### src/rtl/rc2014_io_regs.sv
// RC2014 I/O-port register bank: synchronised Z80 bus decode, NUM_PORTS byte
// registers with write strobes, read-back with bus direction, stretched activity LED.
module rc2014_io_regs #(
    parameter logic [7:0] BASE_ADDR   = 8'hC0,
    parameter int         NUM_PORTS   = 4,
    parameter int         PORT_BITS   = 2,
    parameter int         SYNC_STAGES = 2,
    parameter int         LED_BITS    = 21,
    parameter int         RETRIGGER   = 0,
    parameter logic [7:0] RESET_VAL   = 8'h00
) (
    input  logic                   CLK,
    input  logic                   RST,
    input  logic [7:0]             A,
    input  logic [7:0]             D_IN,
    output logic [7:0]             D_OUT,
    output logic                   D_OE,
    output logic                   DATA_DIR,
    input  logic                   IORQ,
    input  logic                   RD,
    input  logic                   WR,
    input  logic                   M1,
    input  logic                   BUT1,
    output logic [8*NUM_PORTS-1:0] REGS,
    output logic [NUM_PORTS-1:0]   WR_STB,
    output logic                   LED1
);

    localparam logic [PORT_BITS:0] NP = NUM_PORTS[PORT_BITS:0];

    logic [7:0] a_sq   [SYNC_STAGES];
    logic [7:0] d_sq   [SYNC_STAGES];
    logic [4:0] ctl_sq [SYNC_STAGES];
    logic [SYNC_STAGES-1:0] settle_q;

    logic [NUM_PORTS-1:0][7:0] regs_q, regs_d;
    logic [NUM_PORTS-1:0]      stb_q, stb_d;
    logic [7:0]                dout_q, dout_d;
    logic                      doe_q, doe_d;
    logic                      wr_prev_q;
    logic                      blk_q, blk_d;
    logic [LED_BITS-1:0]       cnt_q, cnt_d;

    logic [7:0]           a_s, d_s;
    logic                 iorq_s, rd_s, wr_s, m1_s, but_s;
    logic [PORT_BITS-1:0] idx;
    logic                 hit, settled, wr_act, rd_act, wr_ev, led_ev;

    assign a_s     = a_sq[SYNC_STAGES-1];
    assign d_s     = d_sq[SYNC_STAGES-1];
    assign {iorq_s, rd_s, wr_s, m1_s, but_s} = ctl_sq[SYNC_STAGES-1];
    assign settled = settle_q[SYNC_STAGES-1];
    assign idx     = a_s[PORT_BITS-1:0];
    assign hit     = (a_s[7:PORT_BITS] == BASE_ADDR[7:PORT_BITS]) && ({1'b0, idx} < NP);

    // blk_q suppresses any bus cycle that was already in progress when reset released
    assign wr_act = !iorq_s && !wr_s && m1_s && hit && !blk_q;
    assign rd_act = !iorq_s && !rd_s && wr_s && m1_s && hit && !blk_q;
    assign wr_ev  = wr_act && !wr_prev_q;
    assign led_ev = wr_ev || !but_s;

    always_comb begin
        regs_d = regs_q;
        stb_d  = '0;
        if (wr_ev) begin
            regs_d[idx] = d_s;
            stb_d[idx]  = 1'b1;
        end
        doe_d  = rd_act;
        dout_d = rd_act ? regs_q[idx] : dout_q;
        blk_d  = blk_q;
        if (settled && (iorq_s || (rd_s && wr_s)))
            blk_d = 1'b0;
        cnt_d = cnt_q;
        if (led_ev && ((RETRIGGER != 0) || (cnt_q == '0)))
            cnt_d = '1;
        else if (cnt_q != '0)
            cnt_d = cnt_q - LED_BITS'(1);
    end

    always_ff @(posedge CLK) begin
        if (!RST) begin
            for (int i = 0; i < SYNC_STAGES; i++) begin
                a_sq[i]   <= '0;
                d_sq[i]   <= '0;
                ctl_sq[i] <= '1;
            end
            settle_q  <= '0;
            regs_q    <= {NUM_PORTS{RESET_VAL}};
            stb_q     <= '0;
            dout_q    <= '0;
            doe_q     <= 1'b0;
            wr_prev_q <= 1'b0;
            blk_q     <= 1'b1;
            cnt_q     <= '0;
        end else begin
            a_sq[0]   <= A;
            d_sq[0]   <= D_IN;
            ctl_sq[0] <= {IORQ, RD, WR, M1, BUT1};
            for (int i = 1; i < SYNC_STAGES; i++) begin
                a_sq[i]   <= a_sq[i-1];
                d_sq[i]   <= d_sq[i-1];
                ctl_sq[i] <= ctl_sq[i-1];
            end
            settle_q  <= {settle_q[SYNC_STAGES-2:0], 1'b1};
            regs_q    <= regs_d;
            stb_q     <= stb_d;
            dout_q    <= dout_d;
            doe_q     <= doe_d;
            wr_prev_q <= wr_act;
            blk_q     <= blk_d;
            cnt_q     <= cnt_d;
        end
    end

    assign REGS     = regs_q;
    assign WR_STB   = stb_q;
    assign D_OUT    = dout_q;
    assign D_OE     = doe_q;
    assign DATA_DIR = doe_q;
    assign LED1     = (cnt_q != '0);

endmodule

### config.mk
export PLATFORM = sky130hd
export DESIGN_NAME = rc2014_io_regs
export DESIGN_NICKNAME = d
export VERILOG_FILES = /design/src/rtl/rc2014_io_regs.sv
export SDC_FILE = /design/constraint.sdc
export NUM_CORES = 1
export LEC_CHECK = 0
export CAP_MARGIN = 20
export CELL_PAD_IN_SITES_DETAIL_PLACEMENT = 1
export CELL_PAD_IN_SITES_GLOBAL_PLACEMENT = 2
export CORE_ASPECT_RATIO = 0.75
export CORE_MARGIN = 3
export CORE_UTILIZATION = 30
export CTS_CLUSTER_DIAMETER = 30
export DETAILED_ROUTE_END_ITERATION = 6
export GPL_TIMING_DRIVEN = 1
export PLACE_DENSITY = 0.72
export SYNTH_ARGS = -nofsm -noshare
export SYNTH_HDL_FRONTEND = slang
export SYNTH_SLANG_ARGS = --single-unit
### constraint.sdc
create_clock -name CLK -period 1.8 [get_ports CLK]
set_input_delay 0.36 -clock CLK [delete_from_list [all_inputs] [get_ports CLK]]
set_output_delay 0.36 -clock CLK [all_outputs]
set_load 0.005 [all_outputs]
==> results of run 1 <==
per-stage QoR:
step                      worst slack [ns]    util
after global routing               -0.3216  0.4568
after global placement             -0.2056  0.4067
final                              -0.2788  0.4568
after floorplan                  -0.006541       -
after detailed placement           -0.2268  0.4067
after CTS                          -0.2962  0.4452
area by class of cell:
class,count,area share
sequential,112,0.3536
multi-input combinational,269,0.3464
timing repair buffer,144,0.2076
tap,195,0.03833
clock buffer,9,0.03538
clock inverter,7,0.01337
inverter,9,0.005308
sequential cells by signal (all words and copies together) (netlist names):
name / count
wr_prev_q: 1
settle_q: 2
d_sq: 16
ctl_sq: 10
blk_q: 1
D_OUT: 8
REGS: 32
a_sq: 16
cnt_q: 21
DATA_DIR: 1
WR_STB: 4
critical path, cell delays in order (launching register included):
cell and delay, ns:
dfxtp_2 0.33, or4_4 0.55, nor4_4 0.27, nand2_2 0.09, buf_2 0.14
metal layers:
layer | up-vias | GRT usage | wire length [µm]
met5 | - | 0 | 0
met1 | 1776 | 0.2339 | 6185
met3 | 13 | 0.02803 | 516
met2 | 85 | 0.2513 | 5893
met4 | 0 | 0.04993 | 204
li1 | 1737 | - | -
how the worst max path moves through the flow:
stage,startpoint,to,slack [ns],depth (start not counted)
2_1_floorplan,cnt_q[1],cnt_q[5],-0.007,8
3_3_place_gp,cnt_q[11],LED1,-0.21,4
3_5_place_dp,cnt_q[1],LED1,-0.23,6
4_1_cts,cnt_q[12],LED1,-0.30,4
5_1_grt,cnt_q[18],LED1,-0.32,4
6_report,cnt_q[18],LED1,-0.28,4
cell families after synthesis:
logic type,share of synthesized area
buffers and inverters,0.03723
flip-flops,0.5172
AO/OA/AOI/OAI,0.07792
adder cells (fa/ha/maj),0.002886
multiplexers,0.1339
AND/OR/NAND/NOR,0.2309
power groups by stage:
stage	clock network (W)	logic, W	registers [W]
5_1_grt	0.00219	0.00443	0.00288
3_3_place_gp	0	0.00291	0.00286
3_5_place_dp	0	0.00299	0.00287
6_report	0.00203	0.00415	0.00285
4_1_cts	0.00210	0.00362	0.00283
2_1_floorplan	0	0.00153	0.00292
what timing repair did:
action                                 4_1_cts  5_1_grt
gates resized for setup                     40       34
hold buffers                                 0        0
endpoints found under the hold margin        0        0
buffers inserted                             9        4
setup endpoints to repair                   34       44
cloned                                       1        0
pin swaps                                   12       22
cells in the mapped netlist (all sizes together):
cell	number	area [µm²]
buf	9	61.30
clkbuf	17	66.31
mux4	8	180.2
nor4b	2	17.52
a21o	1	7.510
nor3b	2	15.01
or4	6	46.30
o31a	5	45.04
and2	36	225.2
a41oi	4	35.03
a21oi	5	25.02
and4b	1	10.01
nor2b	2	12.51
inv	9	33.78
ha	1	12.51
o22ai	2	12.51
o21a	3	22.52
nand2	50	190.2
nor3	17	96.35
or3	4	25.02
o311ai	2	17.52
dfxtp	112	2242
nand3	9	55.05
o221a	1	11.26
a31oi	3	18.77
a21boi	2	15.01
nor4	14	115.1
a221oi	1	15.01
mux2i	40	400.4
a31o	1	8.760
a211o	1	8.760
nor2	12	45.04
o21ai	4	20.02
a211oi	3	27.52
nand2b	12	75.07
a2111oi	1	10.01
and3	2	12.51
or3b	1	8.760
o311a	3	30.03
nand4b	3	26.28
nand4	4	25.02
o21bai	1	7.510
layout by cell type (no fill, tap or decap), types with 4 or more instances in the layout:
master,instances
a21oi_1,5
and2_1,36
buf_4,60
buf_6,12
clkbuf_16,9
clkdlybuf4s50_1,67
dfxtp_1,105
dfxtp_2,7
inv_1,7
mux2i_1,39
mux4_2,8
nand2_1,49
nand2b_1,12
nand3_1,5
nand4_1,4
nor2_1,11
nor3_1,12
nor3_4,4
nor4_1,6
nor4_4,7
o31a_1,4
or3_1,4
or4_4,5
==> results.py, run 1 <==
metrics = {
    "pwr": {
        "leakage_nw": 2.592,
        "p_sw_frac": 0.3544,
        "share_seq_of_total_power": 0.315,
        "pwr-share-comb": 0.460,
        "power.switching_w": 0.003200,
        "max-vdd-ir-drop_mv": 0.5915,
        "power_density_mw_per_mm2": 1418,
        "internal_power_w": 0.005828,
        "p_total_w": 0.009028,
        "clock_power_share": 0.225,
    },
    "synthesis": {
        "synth_area_mm2": 0.004335,
        "ys_types": 54,
        "syn_area_per_cell_um2": 10.42,
        "yosysSeqAreaShare": 0.5172,
        "synthesis.nets": 440,
        "yosysWarnings": 0,
        "ys_ff_latch": 112,
        "syn_inst": 416,
    },
    "clock_network": {
        "htree_levels": 3,
        "cts_sinks": 112,
        "numCtsBuffers": 9,
        "clock_latency_ns": 0.35,
        "cts_root_buf": "clkbuf_16",
        "cts_tree": "done",
        "clock_path_buffers": 2,
        "clkTransAtPathRegs_ns": 0.08,
    },
    "global_route": {
        "grt_pass1_vias": 3746,
        "gr-total-overflow": 0,
        "grt_max_degree": 61,
        "grt_usage": 0.1632,
        "grt_pass1_wl_mm": 20.17,
        "antenna_found_initial": 0,
    },
    "sta": {
        "relSlewSlack": 0.6813,
        "holdWs_ns": 0.4175,
        "setup_ws_ns": -0.2788,
        "drv_slew": 0,
        "tns_ns": -1.030,
        "fin_skew_ns": 0.01066,
        "finalHoldViolCount": 0,
        "finalSetupViolations": 13,
        "fin_crit_ns": 2.079,
        "rsz0062_at_grt": "true",
        "period_share": 1.155,
        "fmax_mhz": 481.1,
        "worst_pin_slew_ns": 0.4780,
    },
    "die": {
        "core_area_mm2": 0.01393,
        "die_area_mm2": 0.01595,
        "initial_core_util": 0.3111,
        "fp.dieW_um": 144.8,
        "die_h_um": 110.1,
        "num_rows": 37,
        "pin_count": 70,
    },
    "outcome": {
        "status": "finished, violations left",
        "violations": "setup timing",
    },
    "layout": {
        "drive_gt1_frac": 0.2855,
        "fin_cells": 745,
        "final_cell_area_mm2": 0.006365,
        "fillCellCount": 1528,
        "layout.nets": 569,
        "register_area_mm2": 0.002251,
        "area_growth_pct": 46.81,
        "antennaDiodeCount": 0,
        "multi_input_area_mm2": 0.002205,
    },
    "routing": {
        "drtIter0Drc": 138,
        "drc_errors": 0,
        "postRouteAntennaNets": 0,
        "viasPerCell": 4.847,
        "routed_wl_mm": 12.80,
        "wl_per_cell_um": 17.18,
        "first_pass_iters": 4,
        "via_count": 3611,
    },
    "placement": {
        "gp_congestion": 0.8513,
        "place_area_mm2": 0.005667,
        "dp_hpwl_mm": 8.954,
        "dp_cells": 718,
        "portBuffers": 69,
    },
    "setup_path": {
        "r2r_end": "cnt_q[7]",
        "end_kind": "primary output",
        "required_ns": 1.44,
        "crit_type": "reg -> out",
        "r2r_cells": 7,
        "critPathLaunchType": "flop",
        "crit_arrival_ns": 1.72,
        "r2r_slack_ns": -0.12,
        "r2r_start": "cnt_q[18]",
        "worstPathMaxFanout": 2,
    },
    "worst_hold_path": {
        "worstHoldPathCells": 1,
        "hold_path.class": "reg -> reg",
        "min_to": "ctl_sq[0][7]",
        "hold_start": "ctl_sq[0][2]",
    },
    "run": {
        "cap_violations": 0,
    },
}
Note: power is estimated with default switching activity, not from simulation.
==> inputs of run 2 (changes only) <==
--- a/config.mk
+++ b/config.mk
@@ -10,9 +10,10 @@
 export CELL_PAD_IN_SITES_GLOBAL_PLACEMENT = 2
 export CORE_ASPECT_RATIO = 0.75
 export CORE_MARGIN = 3
-export CORE_UTILIZATION = 30
+export CORE_UTILIZATION = 36
 export CTS_CLUSTER_DIAMETER = 30
 export DETAILED_ROUTE_END_ITERATION = 6
+export DONT_BUFFER_PORTS = 1
 export GPL_TIMING_DRIVEN = 1
 export PLACE_DENSITY = 0.72
 export SYNTH_ARGS = -nofsm -noshare
==> run 2 against run 1 <==
Global-route usage is 1.8 points higher. Flip-flop and latch count stayed put. Cell count is 15% lower. Sequential share of layout area is 5.4 points higher. Via count is 7.4% lower. The run still ends with setup timing left. Final area is 13% lower. Power is 4.6% lower. Hold slack worse by 0.33 ns. Non-clock buffer count is 76 lower. Fmax is 0.97% higher. Highest routed layer unchanged.
==> results.py, run 2 (synthesized netlist as in run 1, its figures left out) <==
metrics = {
    "clock_network": {
        "cts_root_buf": "clkbuf_16",
        "clock_latency_ns": 0.35,
        "cts_hold_buf": 0,
        "numCtsBuffers": 9,
        "clkTransAtPathRegs_ns": 0.07,
        "cts_sinks": 112,
        "cts_tree": "done",
        "clock_path_buffers": 2,
        "htree_levels": 3,
    },
    "setup_path": {
        "worstPathMaxFanout": 2,
        "required_ns": 1.44,
        "crit_type": "reg -> out",
        "end_kind": "primary output",
        "path_cells": "or4_4 -> nor4_4 -> buf_6 -> nand2_4",
        "path_delay_family": "simple AND/OR/NAND/NOR gates",
        "cp_slowest_cell": "or4_4",
        "crit_arrival_ns": 1.70,
        "slowest_delay_ns": 0.57,
        "r2r_start": "cnt_q[14]",
        "path_depth": 4,
        "critPathLaunch": "cnt_q[14]",
        "r2r_cells": 6,
        "critPathLaunchType": "flop",
        "critPathBufInv": 1,
    },
    "layout": {
        "drive_gt1_frac": 0.3101,
        "fin_cells": 636,
        "layout.nets": 493,
        "area_growth_pct": 27.56,
        "final_common_cell": "dfxtp_1",
        "largest_reg_flops": 32,
        "antennaDiodeCount": 0,
        "final_cell_area_mm2": 0.005530,
        "multi_input_area_mm2": 0.002185,
        "register_area_mm2": 0.002256,
        "fillCellCount": 1293,
        "mostFrequentLayoutCells": "103 x dfxtp_1, 57 x buf_4, 49 x nand2_1",
    },
    "placement": {
        "dp_cells": 602,
        "place_area_mm2": 0.004835,
        "gp_congestion": 0.7955,
        "dp_slack_ns": -0.1516,
        "portBuffers": 0,
        "dp_hpwl_mm": 8.106,
    },
    "sta": {
        "rsz0062_at_grt": "true",
        "finalHoldViolCount": 0,
        "setup_ws_ns": -0.2589,
        "fmax_mhz": 485.7,
        "worst_pin_slew_ns": 0.4654,
        "fin_skew_ns": 0.006905,
        "drv_slew": 0,
        "period_share": 1.144,
        "finalSetupViolations": 10,
        "relSlewSlack": 0.6869,
        "fin_crit_ns": 2.059,
    },
    "outcome": {
        "status": "finished, violations left",
        "violations": "setup timing",
    },
    "routing": {
        "postRouteAntennaNets": 0,
        "drc_errors": 0,
        "drtIter0Drc": 233,
        "routed_wl_mm": 11.91,
        "via_count": 3343,
        "first_pass_iters": 4,
        "viasPerCell": 5.256,
        "wl_per_cell_um": 18.73,
    },
    "worst_hold_path": {
        "hold_start": "RST",
        "hold_path.class": "in -> reg",
        "worstHoldPathCells": 1,
    },
    "pwr": {
        "power_density_mw_per_mm2": 1558,
        "max-vdd-ir-drop_mv": 0.6862,
        "leakage_nw": 2.299,
    },
    "global_route": {
        "grt_pass1_vias": 3372,
        "grt_max_degree": 104,
        "gr-total-overflow": 0,
        "antenna_found_initial": 0,
        "grt_pass1_wl_mm": 18.84,
        "grt_usage": 0.1812,
    },
    "die": {
        "fp.dieW_um": 132.7,
        "num_rows": 34,
        "initial_core_util": 0.3719,
        "pin_count": 70,
        "die_area_mm2": 0.01341,
        "core_area_mm2": 0.01166,
        "die_h_um": 101.0,
    },
    "run": {
        "cap_violations": 0,
    },
}
==> run 2: cell types whose count changed in the layout (fill, tap and decap cells not counted), moves of 3 or more <==
| cell | delta |
|---|---|
| inv_6 | +3 |
| nor4_2 | +4 |
| clkdlybuf4s50_1 | -67 |
| nor4_4 | -3 |
| clkinv_8 | -3 |
| buf_6 | -3 |
| buf_4 | -3 |
==> run 2: stage by stage <==
step | total power, W | hold WS [ns] | utilization | setup TNS, ns
CTS | 0.008155 | 0.02638 | 0.4575 | -1.279
detailed placement | 0.005600 | 0.4006 | 0.4148 | -5.007
global route | 0.009075 | 0.03559 | 0.4745 | -1.962
floorplan | 0.004447 | 0.3863 | - | -0.01222
global placement | 0.005524 | 0.3989 | 0.4148 | -3.286
finish | 0.008616 | 0.08662 | 0.4745 | -0.7506
==> run 2: final cells by class <==
type | count | area share
clock buffers | 10 | 0.04140
clock inverters | 6 | 0.009955
inverters | 9 | 0.006109
multi-input cells | 269 | 0.3950
flip-flops and latches | 112 | 0.4079
well taps | 162 | 0.03665
repair buffers | 68 | 0.1029
==> run 2: final timing paths <==
check	to	slack [ns]
worst min-delay path	ctl_sq[0][0]	0.09
worst min register to register	ctl_sq[0][5]	0.41
worst max register to register	cnt_q[2]	-0.10
worst max-delay path	LED1	-0.26
==> run 2: repair_timing <==
| item | CTS | global route |
|---|---|---|
| pin swaps | 13 | 15 |
| setup endpoints to repair | 53 | 35 |
| setup buffers | 14 | 6 |
| gates cloned | 0 | 0 |
| resized for setup | 25 | 37 |
==> run 2: power breakdown <==
part	switching (W)	internal, W
Combinational	0.00178	0.00194
Sequential	0.000261	0.00270
Clock	0.000961	0.000974
==> run 2: metal layers <==
| layer | GRT usage | wire length [µm] |
|---|---|---|
| met1 | 0.2522 | 5864 |
| met3 | 0.04741 | 625 |
| met4 | 0.05751 | 190 |
| met2 | 0.2760 | 5229 |
| met5 | 0 | 0 |
